**config.mk**
```make
export PLATFORM = sky130hd
export DESIGN_NAME = led_frame_scheduler
export DESIGN_NICKNAME = d
export VERILOG_FILES = /design/src/rtl/led_frame_scheduler.sv
export SDC_FILE = /design/constraint.sdc
export NUM_CORES = 1
export LEC_CHECK = 0
export ABC_CLOCK_PERIOD_IN_PS = 26400
export BUFFER_PORTS_ARGS = -buffer_cell sky130_fd_sc_hd__buf_2
export CORE_MARGIN = 8
export CORE_UTILIZATION = 55
export CTS_BUF_LIST = sky130_fd_sc_hd__clkbuf_8
export CTS_CLUSTER_SIZE = 10
export DETAILED_ROUTE_END_ITERATION = 10
export GPL_TIMING_DRIVEN = 0
export PLACE_DENSITY = 0.82
export SLEW_MARGIN = 10
export SYNTH_ARGS = -nofsm -noshare
export SYNTH_HDL_FRONTEND = slang
export SYNTH_SLANG_ARGS = --single-unit
export TNS_END_PERCENT = 10
```
**constraint.sdc**
```tcl
create_clock -name clk -period 26.4 [get_ports clk]
set_clock_uncertainty 0.15 [all_clocks]
set_input_delay 5.28 -clock clk [delete_from_list [all_inputs] [get_ports clk]]
set_output_delay 5.28 -clock clk [all_outputs]
set_load 0.02 [all_outputs]
```
**src/rtl/led_frame_scheduler.sv**
```systemverilog
`default_nettype none
// ============================================================================
// Module      : led_frame_scheduler
// Description : RGB LED matrix sequencer. Time-multiplexes the R/G/B sink
//               phases and PWMs the LED columns from a double-buffered
//               brightness store. The host writes the shadow bank, and a
//               commit copies it to the active bank in one edge at frame end.
//               Optional macro LED_DEADTIME_EN inserts DEAD_TICKS blanking
//               clocks after every phase.
// Revision    : 1.0 - initial release
// ============================================================================
module led_frame_scheduler #(
    parameter int NUM_LEDS   = 11,
    parameter int PWM_BITS   = 8,
    parameter int PRESCALE   = 1,
    parameter int DEAD_TICKS = 4
) (
    input  logic                clk,
    input  logic                rst,
    input  logic                wr_valid,
    output logic                wr_ready,
    input  logic [3:0]          wr_led,
    input  logic [1:0]          wr_chan,
    input  logic [PWM_BITS-1:0] wr_value,
    input  logic                commit,
    output logic                commit_pending,
    output logic                frame_start,
    output logic [1:0]          phase,
    output logic [NUM_LEDS-1:0] ledc,
    output logic [2:0]          ledrgb
);

    typedef enum logic [1:0] {
        PH_R    = 2'd0,
        PH_G    = 2'd1,
        PH_B    = 2'd2,
        PH_DEAD = 2'd3
    } state_t;

    localparam int                  c_pre_w    = (PRESCALE > 1) ? $clog2(PRESCALE) : 1;
    localparam logic [c_pre_w-1:0]  c_pre_last = c_pre_w'(PRESCALE - 1);
    localparam logic [PWM_BITS-1:0] c_cnt_last = '1;

    generate
        if (NUM_LEDS < 1 || NUM_LEDS > 16 || PWM_BITS < 1 || PRESCALE < 1 || DEAD_TICKS < 1) begin : g_bad_params
            $error("led_frame_scheduler: parameter out of range");
        end
    endgenerate

    state_t              r_state;
    logic [PWM_BITS-1:0] r_cnt;
    logic [c_pre_w-1:0]  r_pre;
    logic                r_wrapped;   // at least one full frame has completed since reset
    logic [PWM_BITS-1:0] r_shadow [NUM_LEDS][3];
    logic [PWM_BITS-1:0] r_active [NUM_LEDS][3];

    logic                w_tick_end;
    logic                w_frame_end;
    logic [NUM_LEDS-1:0] w_ledc;
    logic [2:0]          w_rgb;

`ifdef LED_DEADTIME_EN
    localparam int                  c_dead_w    = (DEAD_TICKS > 1) ? $clog2(DEAD_TICKS) : 1;
    localparam logic [c_dead_w-1:0] c_dead_last = c_dead_w'(DEAD_TICKS - 1);
    logic [c_dead_w-1:0] r_dead;
    state_t              r_next;      // colour phase that follows the current blanking
`endif

    function automatic state_t f_succ(input state_t s);
        case (s)
            PH_R:    f_succ = PH_G;
            PH_G:    f_succ = PH_B;
            default: f_succ = PH_R;
        endcase
    endfunction

    assign wr_ready   = ~commit_pending;
    assign w_tick_end = (r_pre == c_pre_last);

`ifdef LED_DEADTIME_EN
    assign w_frame_end = (r_state == PH_DEAD) && (r_next == PH_R) && (r_dead == c_dead_last);
`else
    assign w_frame_end = (r_state == PH_B) && w_tick_end && (r_cnt == c_cnt_last);
`endif

    // Column compare against the active bank for the current colour; dark when blanking
    always_comb begin
        w_ledc = '0;
        for (int l = 0; l < NUM_LEDS; l++) begin
            for (int c = 0; c < 3; c++) begin
                if (r_state == 2'(c)) begin
                    w_ledc[l] = (r_cnt < r_active[l][c]);
                end
            end
        end
    end

    // One-hot sink select for the current phase
    always_comb begin
        case (r_state)
            PH_R:    w_rgb = 3'b001;
            PH_G:    w_rgb = 3'b010;
            PH_B:    w_rgb = 3'b100;
            default: w_rgb = 3'b000;
        endcase
    end

    // Phase sequencer with prescaled tick counter and registered LED outputs
    always_ff @(posedge clk or posedge rst) begin
        if (rst) begin
            r_state     <= PH_R;
            r_cnt       <= '0;
            r_pre       <= '0;
            r_wrapped   <= 1'b0;
            phase       <= 2'd0;
            ledrgb      <= 3'b000;
            ledc        <= '0;
            frame_start <= 1'b0;
`ifdef LED_DEADTIME_EN
            r_dead      <= '0;
            r_next      <= PH_G;
`endif
        end else begin
            phase       <= r_state;
            ledrgb      <= w_rgb;
            ledc        <= w_ledc;
            frame_start <= r_wrapped && (r_state == PH_R) && (r_cnt == '0) && (r_pre == '0);
            if (w_frame_end) begin
                r_wrapped <= 1'b1;
            end
`ifdef LED_DEADTIME_EN
            if (r_state == PH_DEAD) begin
                if (r_dead == c_dead_last) begin
                    r_dead  <= '0;
                    r_state <= r_next;
                end else begin
                    r_dead <= r_dead + 1'b1;
                end
            end else if (w_tick_end) begin
                r_pre <= '0;
                r_cnt <= r_cnt + 1'b1;
                if (r_cnt == c_cnt_last) begin
                    r_state <= PH_DEAD;
                    r_next  <= f_succ(r_state);
                end
            end else begin
                r_pre <= r_pre + 1'b1;
            end
`else
            if (w_tick_end) begin
                r_pre <= '0;
                r_cnt <= r_cnt + 1'b1;
                if (r_cnt == c_cnt_last) begin
                    r_state <= f_succ(r_state);
                end
            end else begin
                r_pre <= r_pre + 1'b1;
            end
`endif
        end
    end

    // Host writes into the shadow bank; pending commit swaps banks at frame end
    always_ff @(posedge clk or posedge rst) begin
        if (rst) begin
            commit_pending <= 1'b0;
            for (int l = 0; l < NUM_LEDS; l++) begin
                for (int c = 0; c < 3; c++) begin
                    r_shadow[l][c] <= '0;
                    r_active[l][c] <= '0;
                end
            end
        end else begin
            if (wr_valid && !commit_pending) begin
                for (int l = 0; l < NUM_LEDS; l++) begin
                    for (int c = 0; c < 3; c++) begin
                        if (wr_led == 4'(l) && wr_chan == 2'(c)) begin
                            r_shadow[l][c] <= wr_value;
                        end
                    end
                end
            end
            if (w_frame_end && commit_pending) begin
                r_active       <= r_shadow;
                commit_pending <= 1'b0;
            end else if (commit && !commit_pending) begin
                commit_pending <= 1'b1;
            end
        end
    end

endmodule
`default_nettype wire
```
* After elaboration in Yosys (flattened, before gate mapping)
Index checks and enable logic that the tools add are counted.
Storage, ports and cells: input port bits 18, output and inout port bits 19, bits in registers 558, word-level logic and storage cells 246
Cells by class: $lt $le $gt $ge 33, eq/ne operators 15, add/subtract/negate cells 2, reduce and logical (&&, ||, !) cells 81, bitwise operators 2, multiplexer cells 38
Operators with widths (count):
- less-than comparator 8 bit | 33
- AND reduction 2 bit | 34
- logical AND 1 bit | 41
- 2-to-1 mux 1 bit | 36
- equality test 4 x 3 -> 1 bit, second input constant | 4
- equality test 4 bit, second input constant | 3
- one-hot mux 3 bit (3 select lines) | 1
- adder 8 x 1 -> 8 bit, second input constant | 1
- equality test 4 x 2 -> 1 bit, second input constant | 2
- equality test 8 bit, second input constant | 1
- zero test 8 bit | 1
- equality test 2 x 1 -> 1 bit, second input constant | 2
- equality test 2 bit, second input constant | 2
- equality test 4 x 1 -> 1 bit, second input constant | 1
- zero test 2 bit | 2
- zero test 4 bit | 1
- one-hot mux 2 bit (2 select lines) | 1
- inverter 1 bit | 2
- nonzero test 2 bit | 1
- adder 1 bit, second input constant | 1
- zero test 1 bit | 1

* Depth between registers and ports, before layout
word-level depth 5, mapped depth 8, gate-level depth less buffers 6

* Worst setup path before layout
No wires, ideal clock.
kind input to register, start point input wr_led[3], end point register r_shadow[88] (netlist bit), path buffers 1, path slack 19.638 ns, required time 26.125 ns, library setup time 0.125 ns, stages on the path 5, arrival 6.487 ns, path through nand2b_1 or2_2 clkbuf_1 nor2_2 mux2_2
Between the ends: longest elaborated chain between the ends 3
Ends and longest elaborated chain:
- start: declaration | RTL line 22 | input logic [3:0] wr_led,
- equality test 4 x 3 -> 1 bit | RTL line 177 | if (wr_led == 4'(l) && wr_chan == 2'(c)) begin
- logical AND 1 bit | RTL line 177
- AND reduction 2 bit (no source line)
- end signal: indexed assignment | RTL line 178 | r_shadow[l][c] <= wr_value;
- end: declaration | RTL line 54 | logic [PWM_BITS-1:0] r_shadow [NUM_LEDS][3];
No other way between the ends. A chain may end at the register's enable or synchronous reset.

* Worst setup path after layout
start point input wr_chan[1], end point register r_shadow[70] (netlist bit)
Between the ends: longest elaborated chain between the ends 3
Ends and longest elaborated chain:
- start: declaration | RTL line 23 | input logic [1:0] wr_chan,
- zero test 2 bit | RTL line 177
- logical AND 1 bit | RTL line 177
- AND reduction 2 bit (no source line)
No other way between the ends.

==> results.toml <==
[floorplanning]
die_x_um = 240
start_util_pct = 55.4
dieHeight_um = 240
core_mm2 = 0.0500
dieArea_mm2 = 0.0578
placementRows = 82
io_pins = 37

[place]
hpwl_um = 40700
numPortBuffers = 36
gp_congestion = 0.837

[clock_tree]
ctsHtreeMaxLevel = 3
cts_hold_buffers = 0
cts.sinks = 557
cts_tree = "built"
clk_pin_slew_ps = 60
clkLatencyLatePin_ps = 670
clock-root-buffer = "clkbuf_8"
postCtsSetupBuffers = 0
clockBufferDepth = 3
cts.repair.resized = 0
cts_made_buffers = 89

[global_routing]
overflow = 0
grt_max_degree = 124
grt_pass1_wl_um = 100000
grt_pass1_vias = 18200
grt_usage_pct = 22.4
antenna_found_initial = 4

[logic_synthesis]
postSynthCellCount = 2054
synthFlopType = "dfrtp_1"
ys_seq_area_share_pct = 50.3
synth-async-reset-ratio_pct = 100
yosysUniqueCellTypes = 46
synth_edf_count = 0
syn_area_mm2 = 0.0277
avgSynthCellArea_um2 = 13.5
synth_nets = 2305
synth_seq_cells = 557
synth_warnings = 0

[run]
cap_violations = 0

[critical_path]
worstPathRequired_ps = 26790
worst_setup_path_end_kind = "flop"
start_kind = "primary input"
cp_data_arrival_time_ps = 7360
critPathKind = "primary input to flop"
cp_max_fo = 10

[timing]
fin_tns_setup_ps = 0
finalSetupViolCount = 0
period_share_pct = 26.4
fin_crit_ps = 6980
final-hold-violation-count = 0
max_freq_mhz = 143
maxSlewViolCount = 0
relSlewSlack_pct = 16.8
rsz0062_at_grt = "no"
holdWs_ps = 307
tightestPinTransition_ps = 1250

[power]
p_total_mw = 1.64
vdd_drop_max_uv = 34.9
power.density_mw_per_mm2 = 53.3
leakage_nw = 15.0

[route]
wl_per_cell_um = 21.6
drt_first_pass_iters = 5
vias = 16700
drt_iter0_drc = 1091
postRouteWirelength_um = 63300
drc = 0
viasPerCell = 5.70
antenna_left = 0

[status]
status = "finished clean"

[layout]
fin_nets = 2444
synthToLayoutAreaGrowth_pct = 11.3
layout_common_cells = "550 x dfrtp_1, 327 x mux2_2, 265 x inv_1"
drive_gt1_share_pct = 33.5
final_common_cell = "dfrtp_1"
finish.utilization_pct = 61.7

[worst_hold_path]
hp-class = "flop to flop"
## area by class of cell
cell class | instances | area, µm²
antenna | 3 | 7.51
buffer | 64 | 682
clock buffer | 115 | 1580
clock inverter | 39 | 224
fill | 3593 | 19100
inverter | 243 | 920
multi-input combinational | 1190 | 12200
sequential | 557 | 13900
tap | 672 | 841
timing repair buffer | 48 | 465
## where the power goes
part	total (mW)	leakage [nW]	internal (mW)	switching [mW]
Clock	0.746	1.02	0.408	0.338
Combinational	0.0377	6.25	0.00666	0.0311
Sequential	0.858	7.74	0.857	0.00148
## state kept, by name (all words and copies together) (netlist names)
name,flops
ledc,11
r_shadow,264
frame_start,1
phase,2
r_active,264
r_wrapped,1
r_state,2
r_cnt,8
commit_pending,1
ledrgb,3
## layer usage
| layer | global-route usage, % | up-vias | share of wire, % |
|---|---|---|---|
| li1 | - | 7517 | - |
| met1 | 28.0 | 8583 | 42 |
| met2 | 37.6 | 429 | 49 |
| met3 | 3.72 | 187 | 4.8 |
| met4 | 10.8 | 2 | 4.5 |
| met5 | 0 | - | 0.017 |
## cell usage after synthesis, types with 4 or more instances
cell type | instances | area share [%]
dfrtp_1 | 557 | 50
mux2_2 | 327 | 13
inv_1 | 243 | 3.3
ha_1 | 233 | 11
mux2_4 | 200 | 11
nor2_1 | 71 | 0.96
nand2_1 | 54 | 0.73
o21ai_0 | 43 | 0.78
a211oi_1 | 38 | 1.0
nand2b_1 | 31 | 0.70
clkbuf_1 | 30 | 0.41
a2111oi_0 | 28 | 0.89
nor3_1 | 28 | 0.51
buf_12 | 22 | 1.6
nand4_1 | 22 | 0.50
a211o_1 | 14 | 0.44
nand3_1 | 11 | 0.20
a21oi_1 | 10 | 0.18
and4_1 | 10 | 0.32
a221o_1 | 8 | 0.29
nor2b_1 | 8 | 0.18
or3_1 | 8 | 0.18
a31oi_1 | 6 | 0.14
buf_8 | 6 | 0.33
o31ai_1 | 6 | 0.16
xnor2_1 | 4 | 0.13
## kinds of logic (layout without fill, tap and decap cells)
logic type               count (synthesis)  after routing  share of synthesized area, %
flip-flops                             557            557                          50.3
multiplexers                           530            530                          24.3
buffers and inverters                  307            509                          5.76
AND/OR/NAND/NOR                        260            260                          4.75
adder cells (fa/ha/maj)                233            233                          10.5
AO/OA/AOI/OAI                          161            161                          4.17
XOR/XNOR                                 6              6                         0.190
other                                    0              3                             0
## metrics by stage
step           setup WS, ps  std cells  instance area (µm²)
5_1_grt               19400       2929                30800
2_1_floorplan          5390       2054                27700
3_3_place_gp            641       2762                28700
6_report              19420       2931                30800
3_5_place_dp          18790       2774                29000
4_1_cts               19450       2928                30800
## worst max-delay path, stage by stage
cell and delay [ps]:
buf_2 110, nor4b_1 710, buf_2 500, nand2_1 370
mux2_2 380
## path summary, 6_finish.rpt
check	depth (start not counted)	to	from	slack, ps
max in group asynchronous	5	r_active[81]	rst	19890
hold / removal	0	phase[0]	r_state[0]	310
setup reg to reg	6	ledc[5]	r_cnt[0]	22860
hold reg to reg	0	phase[0]	r_state[0]	310
min in group asynchronous	2	ledc[2]	rst	4500
setup / recovery	5	r_shadow[70]	wr_chan[1]	19420
No activity file was read; power rests on OpenSTA's default activity.
